`config.mk`:
```
export PLATFORM = sky130hd
export DESIGN_NAME = foreground_line_scheduler
export DESIGN_NICKNAME = d
export VERILOG_FILES = /design/src/rtl/foreground_line_scheduler.sv
export SDC_FILE = /design/constraint.sdc
export NUM_CORES = 1
export LEC_CHECK = 0
export ABC_CLOCK_PERIOD_IN_PS = 4800
export CAP_MARGIN = 20
export CORE_MARGIN = 5
export CORE_UTILIZATION = 45
export DETAILED_ROUTE_END_ITERATION = 10
export PLACE_DENSITY = 0.76
export SETUP_SLACK_MARGIN = 0.3
export SLEW_MARGIN = 40
export SYNTH_ARGS = -nofsm -noshare
export SYNTH_HDL_FRONTEND = slang
export SYNTH_SLANG_ARGS = --single-unit
```
`constraint.sdc`:
```
create_clock -name clk -period 4.8 [get_ports clk]
set_input_delay 0.96 -clock clk [delete_from_list [all_inputs] [get_ports clk]]
set_output_delay 0.96 -clock clk [all_outputs]
set_load 0.02 [all_outputs]
```
`src/rtl/foreground_line_scheduler.sv`:
```
// Per-scanline foreground object scheduler: scans 64 OBM entries in priority order and fills a slot table.
// Optional build macro FG_OVERFLOW_SCAN_EN keeps scanning after the table fills so overflow can be flagged.
module foreground_line_scheduler #(
    parameter int MAX_SLOTS  = 8,
    parameter int SLOT_IDX_W = (MAX_SLOTS > 1) ? $clog2(MAX_SLOTS) : 1
) (
    input  logic                  clk,
    input  logic                  rst,
    input  logic                  line_start,
    input  logic [7:0]            yp_next,
    output logic [7:0]            obm_addr,
    output logic                  obm_re,
    input  logic [7:0]            obm_data,
    output logic                  slot_we,
    output logic [SLOT_IDX_W-1:0] slot_idx,
    output logic [31:0]           slot_data,
    output logic [2:0]            slot_row,
    output logic [SLOT_IDX_W:0]   slot_count,
    output logic                  busy,
    output logic                  done,
    output logic                  overflow
);

    typedef enum logic [2:0] {
        IDLE,
        FETCH_Y,
        EVAL_Y,
        GET_X,
        GET_A,
        GET_C,
        FINISH
    } state_t;

    localparam logic [SLOT_IDX_W:0] CNT_MAX = (SLOT_IDX_W+1)'(MAX_SLOTS);
    localparam logic [SLOT_IDX_W:0] CNT_ONE = (SLOT_IDX_W+1)'(1);

    state_t              state, state_nxt;
    logic [5:0]          obma, obma_nxt;
    logic [SLOT_IDX_W:0] count_nxt;
    logic [7:0]          yp_line, yp_obj, xp_obj, attr_obj;
    logic                hit, full, last;

    // Unsigned 9-bit window test; no wrap, so objects near the bottom never reach row 0.
    function automatic logic line_hit(input logic [7:0] yp, input logic [7:0] line);
        logic [8:0] lo;
        logic [8:0] ln;
        lo = {1'b0, yp};
        ln = {1'b0, line};
        return (lo <= ln) && (ln < lo + 9'd8);
    endfunction

    assign hit  = line_hit(obm_data, yp_line);
    assign full = (slot_count == CNT_MAX);
    assign last = (obma == 6'd63);

`ifdef FG_OVERFLOW_SCAN_EN
    logic ovf_q, ovf_nxt;
    assign overflow = ovf_q;
`else
    assign overflow = 1'b0;
`endif

    always_ff @(posedge clk or negedge rst) begin
        if (!rst) begin
            state      <= IDLE;
            obma       <= '0;
            slot_count <= '0;
`ifdef FG_OVERFLOW_SCAN_EN
            ovf_q      <= 1'b0;
`endif
        end else begin
            state      <= state_nxt;
            obma       <= obma_nxt;
            slot_count <= count_nxt;
`ifdef FG_OVERFLOW_SCAN_EN
            ovf_q      <= ovf_nxt;
`endif
        end
    end

    // Object byte capture: data registers carry no reset, outputs are gated by slot_we instead.
    always_ff @(posedge clk) begin
        if (line_start) begin
            yp_line <= yp_next;
        end
        case (state)
            EVAL_Y:  yp_obj   <= obm_data;
            GET_X:   xp_obj   <= obm_data;
            GET_A:   attr_obj <= obm_data;
            default: ;
        endcase
    end

    always_comb begin
        state_nxt = state;
        obma_nxt  = obma;
        count_nxt = slot_count;
`ifdef FG_OVERFLOW_SCAN_EN
        ovf_nxt   = ovf_q;
`endif
        obm_addr  = 8'd0;
        obm_re    = 1'b0;
        slot_we   = 1'b0;
        done      = 1'b0;

        case (state)
            FETCH_Y: begin
                obm_addr  = {obma, 2'd1};
                obm_re    = 1'b1;
                state_nxt = EVAL_Y;
            end
            EVAL_Y: begin
                if (hit && !full) begin
                    obm_addr  = {obma, 2'd0};
                    obm_re    = 1'b1;
                    state_nxt = GET_X;
                end else begin
`ifdef FG_OVERFLOW_SCAN_EN
                    if (hit) begin
                        ovf_nxt = 1'b1;
                    end
`endif
                    obma_nxt  = obma + 6'd1;
                    state_nxt = last ? FINISH : FETCH_Y;
                end
            end
            GET_X: begin
                obm_addr  = {obma, 2'd2};
                obm_re    = 1'b1;
                state_nxt = GET_A;
            end
            GET_A: begin
                obm_addr  = {obma, 2'd3};
                obm_re    = 1'b1;
                state_nxt = GET_C;
            end
            GET_C: begin
                slot_we   = 1'b1;
                count_nxt = slot_count + CNT_ONE;
                obma_nxt  = obma + 6'd1;
`ifdef FG_OVERFLOW_SCAN_EN
                state_nxt = last ? FINISH : FETCH_Y;
`else
                state_nxt = (last || count_nxt == CNT_MAX) ? FINISH : FETCH_Y;
`endif
            end
            FINISH: begin
                done      = 1'b1;
                state_nxt = IDLE;
            end
            default: ;
        endcase

        // A new line request aborts whatever is in flight.
        if (line_start) begin
            state_nxt = FETCH_Y;
            obma_nxt  = '0;
            count_nxt = '0;
`ifdef FG_OVERFLOW_SCAN_EN
            ovf_nxt   = 1'b0;
`endif
            slot_we   = 1'b0;
            done      = 1'b0;
        end
    end

    assign busy      = (state != IDLE);
    assign slot_idx  = slot_we ? slot_count[SLOT_IDX_W-1:0] : '0;
    assign slot_data = slot_we ? {xp_obj, yp_obj, attr_obj, obm_data} : 32'd0;
    assign slot_row  = slot_we ? (yp_line[2:0] - yp_obj[2:0]) : 3'd0;

endmodule

```
==> impl_metrics.ini <==
[min_path]
hold_class = flip-flop to flip-flop
hold_depth = 3
whs_endpoint = obma[5]
min_from = obma[5]

[global_routing]
grt_usage_pct = 16.2
grt_pass1_wl_um = 9290
grt_pass1_vias = 1881
gr-total-overflow = 0
antenna_found_initial = 0
grt_max_degree = 32

[worst_setup_path]
worstReg2RegStart = state[2]
path_delay_family = buffers and inverters
worstSetupStartpointType = input pin
crit_type = input pin to output pin
critPathArrivalTime_ns = 3.36
cpMostUsedCell = a21oi_1
cp_max_fo = 3
r2r-end = obma[2]
reg2reg_slack_ns = 2.48
worst-path-buf-inv = 3
ff2ff_path_depth = 6
crit_path_end_kind = output pin
worstPathRequired_ns = 3.84
crit_start = obm_data[5]
crit_chain = clkdlybuf4s50_1 > nand3_2 > xor2_1 > ha_1 > a21oi_1 > o21ai_0 > a21oi_1 > o221a_4 > nand2_1 > o211ai_2 > buf_4 > dlygate4sd2_1
crit_slowest_cell = clkdlybuf4s50_1
worst_path_largest_cell_delay_ns = 0.49

[logic_synthesis]
synth_cell_types = 41
yosys_warnings = 0
syn_nets = 284
synth_area_leaders = edfxtp_1, dfrtp_1, ha_1
synth_top_area_share_pct = 37.3
ys_seq_elements = 45
synth-edff-count = 32
synth_flop_cell = edfxtp_1
ys_seq_area_share_pct = 50.0
async_flop_share_pct = 28.9
syn_area_per_cell_sq_um = 10.6
synth_cells = 243
syn_area_sq_um = 2570
yosysTopAreaCell = edfxtp_1

[clocking]
cts.clk_slew.worst_paths_ns = 0.08
cts_tree = built
numCtsBuffers = 5
cts_root_buffer = clkbuf_8
htreeDepth = 2
cts_sinks = 45
insertion_delay_ns = 0.29
clockBufferDepth = 2

[timing]
fin_crit_ns = 4.32
drv_slew = 0
setup_viol = 0
grt_setup_unrepaired = false
relSlewSlack_pct = 51.7
finClkSkew_ns = 0.00279
fin_crit_sh_pct = 90.0
setup_slack_ns = 0.478
tightest_slew_ns = 0.721
hold_violations = 0
fmax_mhz = 231

[place]
port_buffers = 72
place_congestion = 0.850
place_ws_ns = -0.0170
dp_hpwl_um = 4490
placed_cells = 390

[cells_and_area]
nets = 368
layout.cells.non_filler = 400
area_delta_synth_final_pct = 37.4
drive_above_1_share_pct = 11.6
fillers = 476
diodes = 0

[routing]
viasPerCell = 5.02
dr.first_iter.drc_count = 142
routed_wl_um = 5820
dr_total_vias = 2007
final_antenna_net_count = 0
first_pass_iters = 4
drcViolationCount = 0
post_drt_wl_per_cell_um = 14.6

[floorplan]
die_w_um = 85.6
die-area_sq_um = 7330
row_count = 27
core_sq_um = 5540
start_util_pct = 46.5
die_height_um = 85.6
io_pins = 74

[status]
status = completed

[power]
irDropWorstVdd_v = 0.000166
power_density_nw_per_um2 = 294
p_total_w = 0.00104
power_leakage_nw = 1.45

[flow_run]
cap_violations = 0
## synth_stat cells, drive strengths merged (4+ instances only)
| library cell | n |
|---|---|
| and2 | 37 |
| edfxtp | 32 |
| inv | 22 |
| ha | 21 |
| nand2 | 17 |
| a21oi | 15 |
| nor2 | 15 |
| dfrtp | 13 |
| nor3 | 8 |
| o21ai | 6 |
| xnor2 | 6 |
| buf | 5 |
| clkbuf | 4 |
| nand3 | 4 |
| nand4 | 4 |
| xor2 | 4 |
## flip-flops by register name, summed over array words and instances, names as in the netlist
name / flops
obma: 6
yp_obj: 8
state: 3
yp_line: 8
attr_obj: 8
slot_count: 4
xp_obj: 8
## kinds of logic after synthesis
kind of cell               after synthesis  share of synthesized area, %
AOI/OAI and AO/OA                       35                          9.63
buffers and inverters                   31                          4.86
xor gates and xnor gates                10                          3.40
and+or+nand+nor                         98                          20.6
adders and majority gates               22                          11.0
muxes                                    1                         0.389
DFF                                     45                          50.0
other                                    1                         0.146
## what timing repair did
| item | in CTS | in global routing |
|---|---|---|
| setup buffers | 2 | 0 |
| gates resized for setup | 15 | 8 |
| endpoints found under the setup margin | 7 | 7 |
| hold endpoints to repair | 0 | 0 |
| hold buffers | 0 | 0 |
| pin swaps | 1 | 2 |
## worst max path at each step
stage	end	slack [ns]	cells after the start
final	obm_re	0.48	12
after global routing	obm_addr[5]	0.33	12
after CTS	obm_addr[3]	0.25	13
after detailed placement	obm_addr[3]	-0.02	12
after global placement	obm_addr[6]	0.04	12
after floorplan	obm_addr[2]	1.04	10
## placed cells by master, fill, tap and decap left out, types with 3 or more instances in the layout
master           count
clkdlybuf4s50_1     63
and2_1              37
edfxtp_1            32
inv_1               21
ha_1                21
nand2_1             17
a21oi_1             15
nor2_1              14
buf_4               14
dfrtp_1             13
nor3_1               8
xnor2_1              6
o21ai_0              6
clkbuf_8             5
xor2_1               4
nand4_1              4
nand3_1              3
nand2b_1             3
and3_1               3
dlygate4sd2_1        3
buf_2                3
## routing by layer
metal | global-route usage (%) | up-vias | share of wire, %
li1 | - | 997 | -
met5 | 0 | - | 0
met1 | 21.9 | 935 | 46
met3 | 3.27 | 5 | 5.1
met4 | 5.61 | 0 | 0.88
met2 | 25.9 | 70 | 48
## report_power, final
part / switching [W] / internal (W)
Sequential: 0.0000243 / 0.000456
Clock: 0.000125 / 0.000153
Combinational: 0.000155 / 0.000125
Total: 0.000305 / 0.000735
## final cells by class
class / instances / area [sq um] / area share (%)
clock buffers: 5 / 68.8 / 1.95
clock inverters: 3 / 41.3 / 1.17
inverters: 22 / 82.6 / 2.34
multi-input cells: 167 / 1170 / 33.0
flip-flops and latches: 45 / 1290 / 36.4
well taps: 72 / 90.1 / 2.55
repair buffers: 86 / 800 / 22.6
## worst register-to-register path, stage by stage, from the launching register on
cell      delay, ns
dfrtp_1        0.49
nand2b_1       0.30
nor2_1         0.60
nor2_1         0.17
a31oi_4        0.34
a21oi_1        0.12
a31o_1         0.19
## stage by stage
stage / instance area (sq um) / util, % / TNS, ns / hold WS, ns
2_1_floorplan: 2570 / - / 0 / 0.519
3_3_place_gp: 3430 / 61.9 / 0 / 0.556
3_5_place_dp: 3430 / 61.9 / -0.0682 / 0.575
4_1_cts: 3560 / 64.2 / 0 / 0.590
5_1_grt: 3540 / 63.8 / 0 / 0.635
6_report: 3540 / 63.8 / 0 / 0.591
Note: power is estimated with default switching activity, not from simulation.
==> RTL edit (same settings) <==
Reset style: synchronous (`rst`), changed in one clocked block.
--- a/src/rtl/foreground_line_scheduler.sv
+++ b/src/rtl/foreground_line_scheduler.sv
@@ -60,7 +60,7 @@
     assign overflow = 1'b0;
 `endif
 
-    always_ff @(posedge clk or negedge rst) begin
+    always_ff @(posedge clk) begin
         if (!rst) begin
             state      <= IDLE;
             obma       <= '0;
Check against the original RTL: differs if rst is asserted again (counterexample within 4 cycles, from zero or initial values and one cycle with rst low); with rst held inactive, the same outputs for 10 cycles.
==> RTL edit against the original RTL <==
- synthesized area down 0.68%
- routed wire length down 4.9%
- design area shrank 2.1%
- worst hold slack worse by 81 ps
- die area shrank 0.59%
- clock skew rose by 4.6 ps
- worst setup slack worse by 65 ps
- sequential cell count is the same
- sequential share of layout area is 1.1 points lower
- critical path type unchanged
- critical endpoint is now obm_addr[6]
Power is not compared: it rests on default switching activity, and its combinational part moved more than twofold at a synthesized area within 25%.
==> RTL edit: results (changes against the original RTL) <==
metric,value,unit,change
grt_usage,0.152,,-0.00963
num-multi-input-gates,171,,+2.4%
skew,7.36,ps,+4.58 ps
grt_util_met3,0.0233,,-0.00936
first_iter_violations,110,,-23%
n_all_buffers,84,,-2.3%
synthMuxAreaShare,0,,-0.00389
nFillCells,474,,-0.42%
dp_hpwl,4390,µm,-2.4%
grt_first_pass_wirelength,8730,µm,-6.1%
reg2reg_slack,2570,ps,+90 ps
grt_busiest_layer,met2,,
multi_input_area_share,0.348,,+0.0178
crit_arrival,3430,ps,+70 ps
synthAdderAreaFrac,0.111,,+0.000753
ys_seq_area_frac,0.478,,-0.0220
synth_area_leaders,"edfxtp_1 38%, ha_1 10%, dfxtp_1 10%",,
synth-async-reset-ratio,0,,-0.289
regArea,1220,µm²,-5.1%
status,"finished, final reports clean",,
clkCellAreaFrac,0.0260,,-0.00513
hold-path-cell-count,2,,-1
globalRouteMet1Util,0.222,,+0.00379
synth_nets,289,,+1.8%
reg2reg_from,yp_line[2],,
synth_compound_area_frac,0.104,,+0.00800
worst-path-max-fanout,5,,+2
vias,1996,,-0.55%
max_slew_margin,0.661,,+0.143
stdcell_area,3460,µm²,-2.1%
final_net_count,370,,+0.54%
synth_cell_types,46,,+12%
placed_area,3380,µm²,-1.4%
slowest_delay,450,ps,-40 ps
reg2regPathDepth,8,,+2
synth_common_cells,"36 x and2_1, 32 x edfxtp_1, 21 x ha_1, 21 x inv_1, 18 x nand2_1",,
min_to,obma[1],,
wire_per_inst,13.8,µm,-5.4%
synth_xor_area_frac,0.0343,,+0.000233
hold_start,obma[1],,
startpoint,obm_data[3],,
drive_gt1_frac,0.127,,+0.0114
whs,510,ps,-80.9 ps
layout.nonclk_buf_frac,0.224,,-0.00249
==> RTL edit: cell types whose count changed in the layout (fill, tap and decap cells not counted), moves of 3 or more <==
cell	unedited run	this run
dfrtp_1	13	0
dfxtp_1	0	13
a21oi_1	15	10
clkbuf_2	2	7
a21oi_2	0	4
buf_2	3	0
nand3_1	3	6
==> RTL edit: worst max-delay path by stage <==
stage,to,slack (ps),cells past startpoint
floorplan,obm_addr[2],1030,10
global placement,obm_addr[5],120,12
detailed placement,obm_addr[2],70,12
CTS,obm_addr[2],310,12
global route,obm_addr[4],260,13
finish,obm_addr[6],410,13
==> RTL edit: logic make-up after synthesis <==
logic type	count (synthesis)
other cells	1
compound gates	35
fa+ha+maj	22
xor+xnor	10
simple gates	103
buf+inv	32
flops	45
==> RTL edit: layer usage <==
| metal | share of wire | vias to the layer above |
|---|---|---|
| met3 | 0.066 | 7 |
| met5 | 0 | - |
| met2 | 0.43 | 62 |
| met1 | 0.49 | 916 |
| met4 | 0.014 | 0 |
| li1 | - | 1011 |
==> RTL edit: worst max-delay path, delay by kind of cell <==
kind,cells,cell delay [ps]
and+or+nand+nor,5,660
AOI/OAI and AO/OA,2,390
xor gates and xnor gates,1,130
buffers and inverters,3,780
adders and majority gates,2,510
==> RTL edit: where the power goes <==
group	total (µW)	internal, µW	switching, µW
clock network	240	103	136
registers	434	426	7.48
logic	115	53.8	61.0
==> RTL edit: per-stage QoR <==
stage	worst slack [ps]	cells	total power, µW	util
floorplan	1030	248	507	-
global placement	123	391	553	0.615
detailed placement	75.0	391	555	0.615
CTS	311	399	789	0.629
global route	256	402	825	0.629
finish	413	402	788	0.629
==> RTL edit: what timing repair did <==
item | in CTS | in global routing
hold buffers | 0 | 0
pin swaps | 1 | 1
endpoints found under the setup margin | 7 | 7
resized for setup | 8 | 14
buffers inserted | 0 | 3
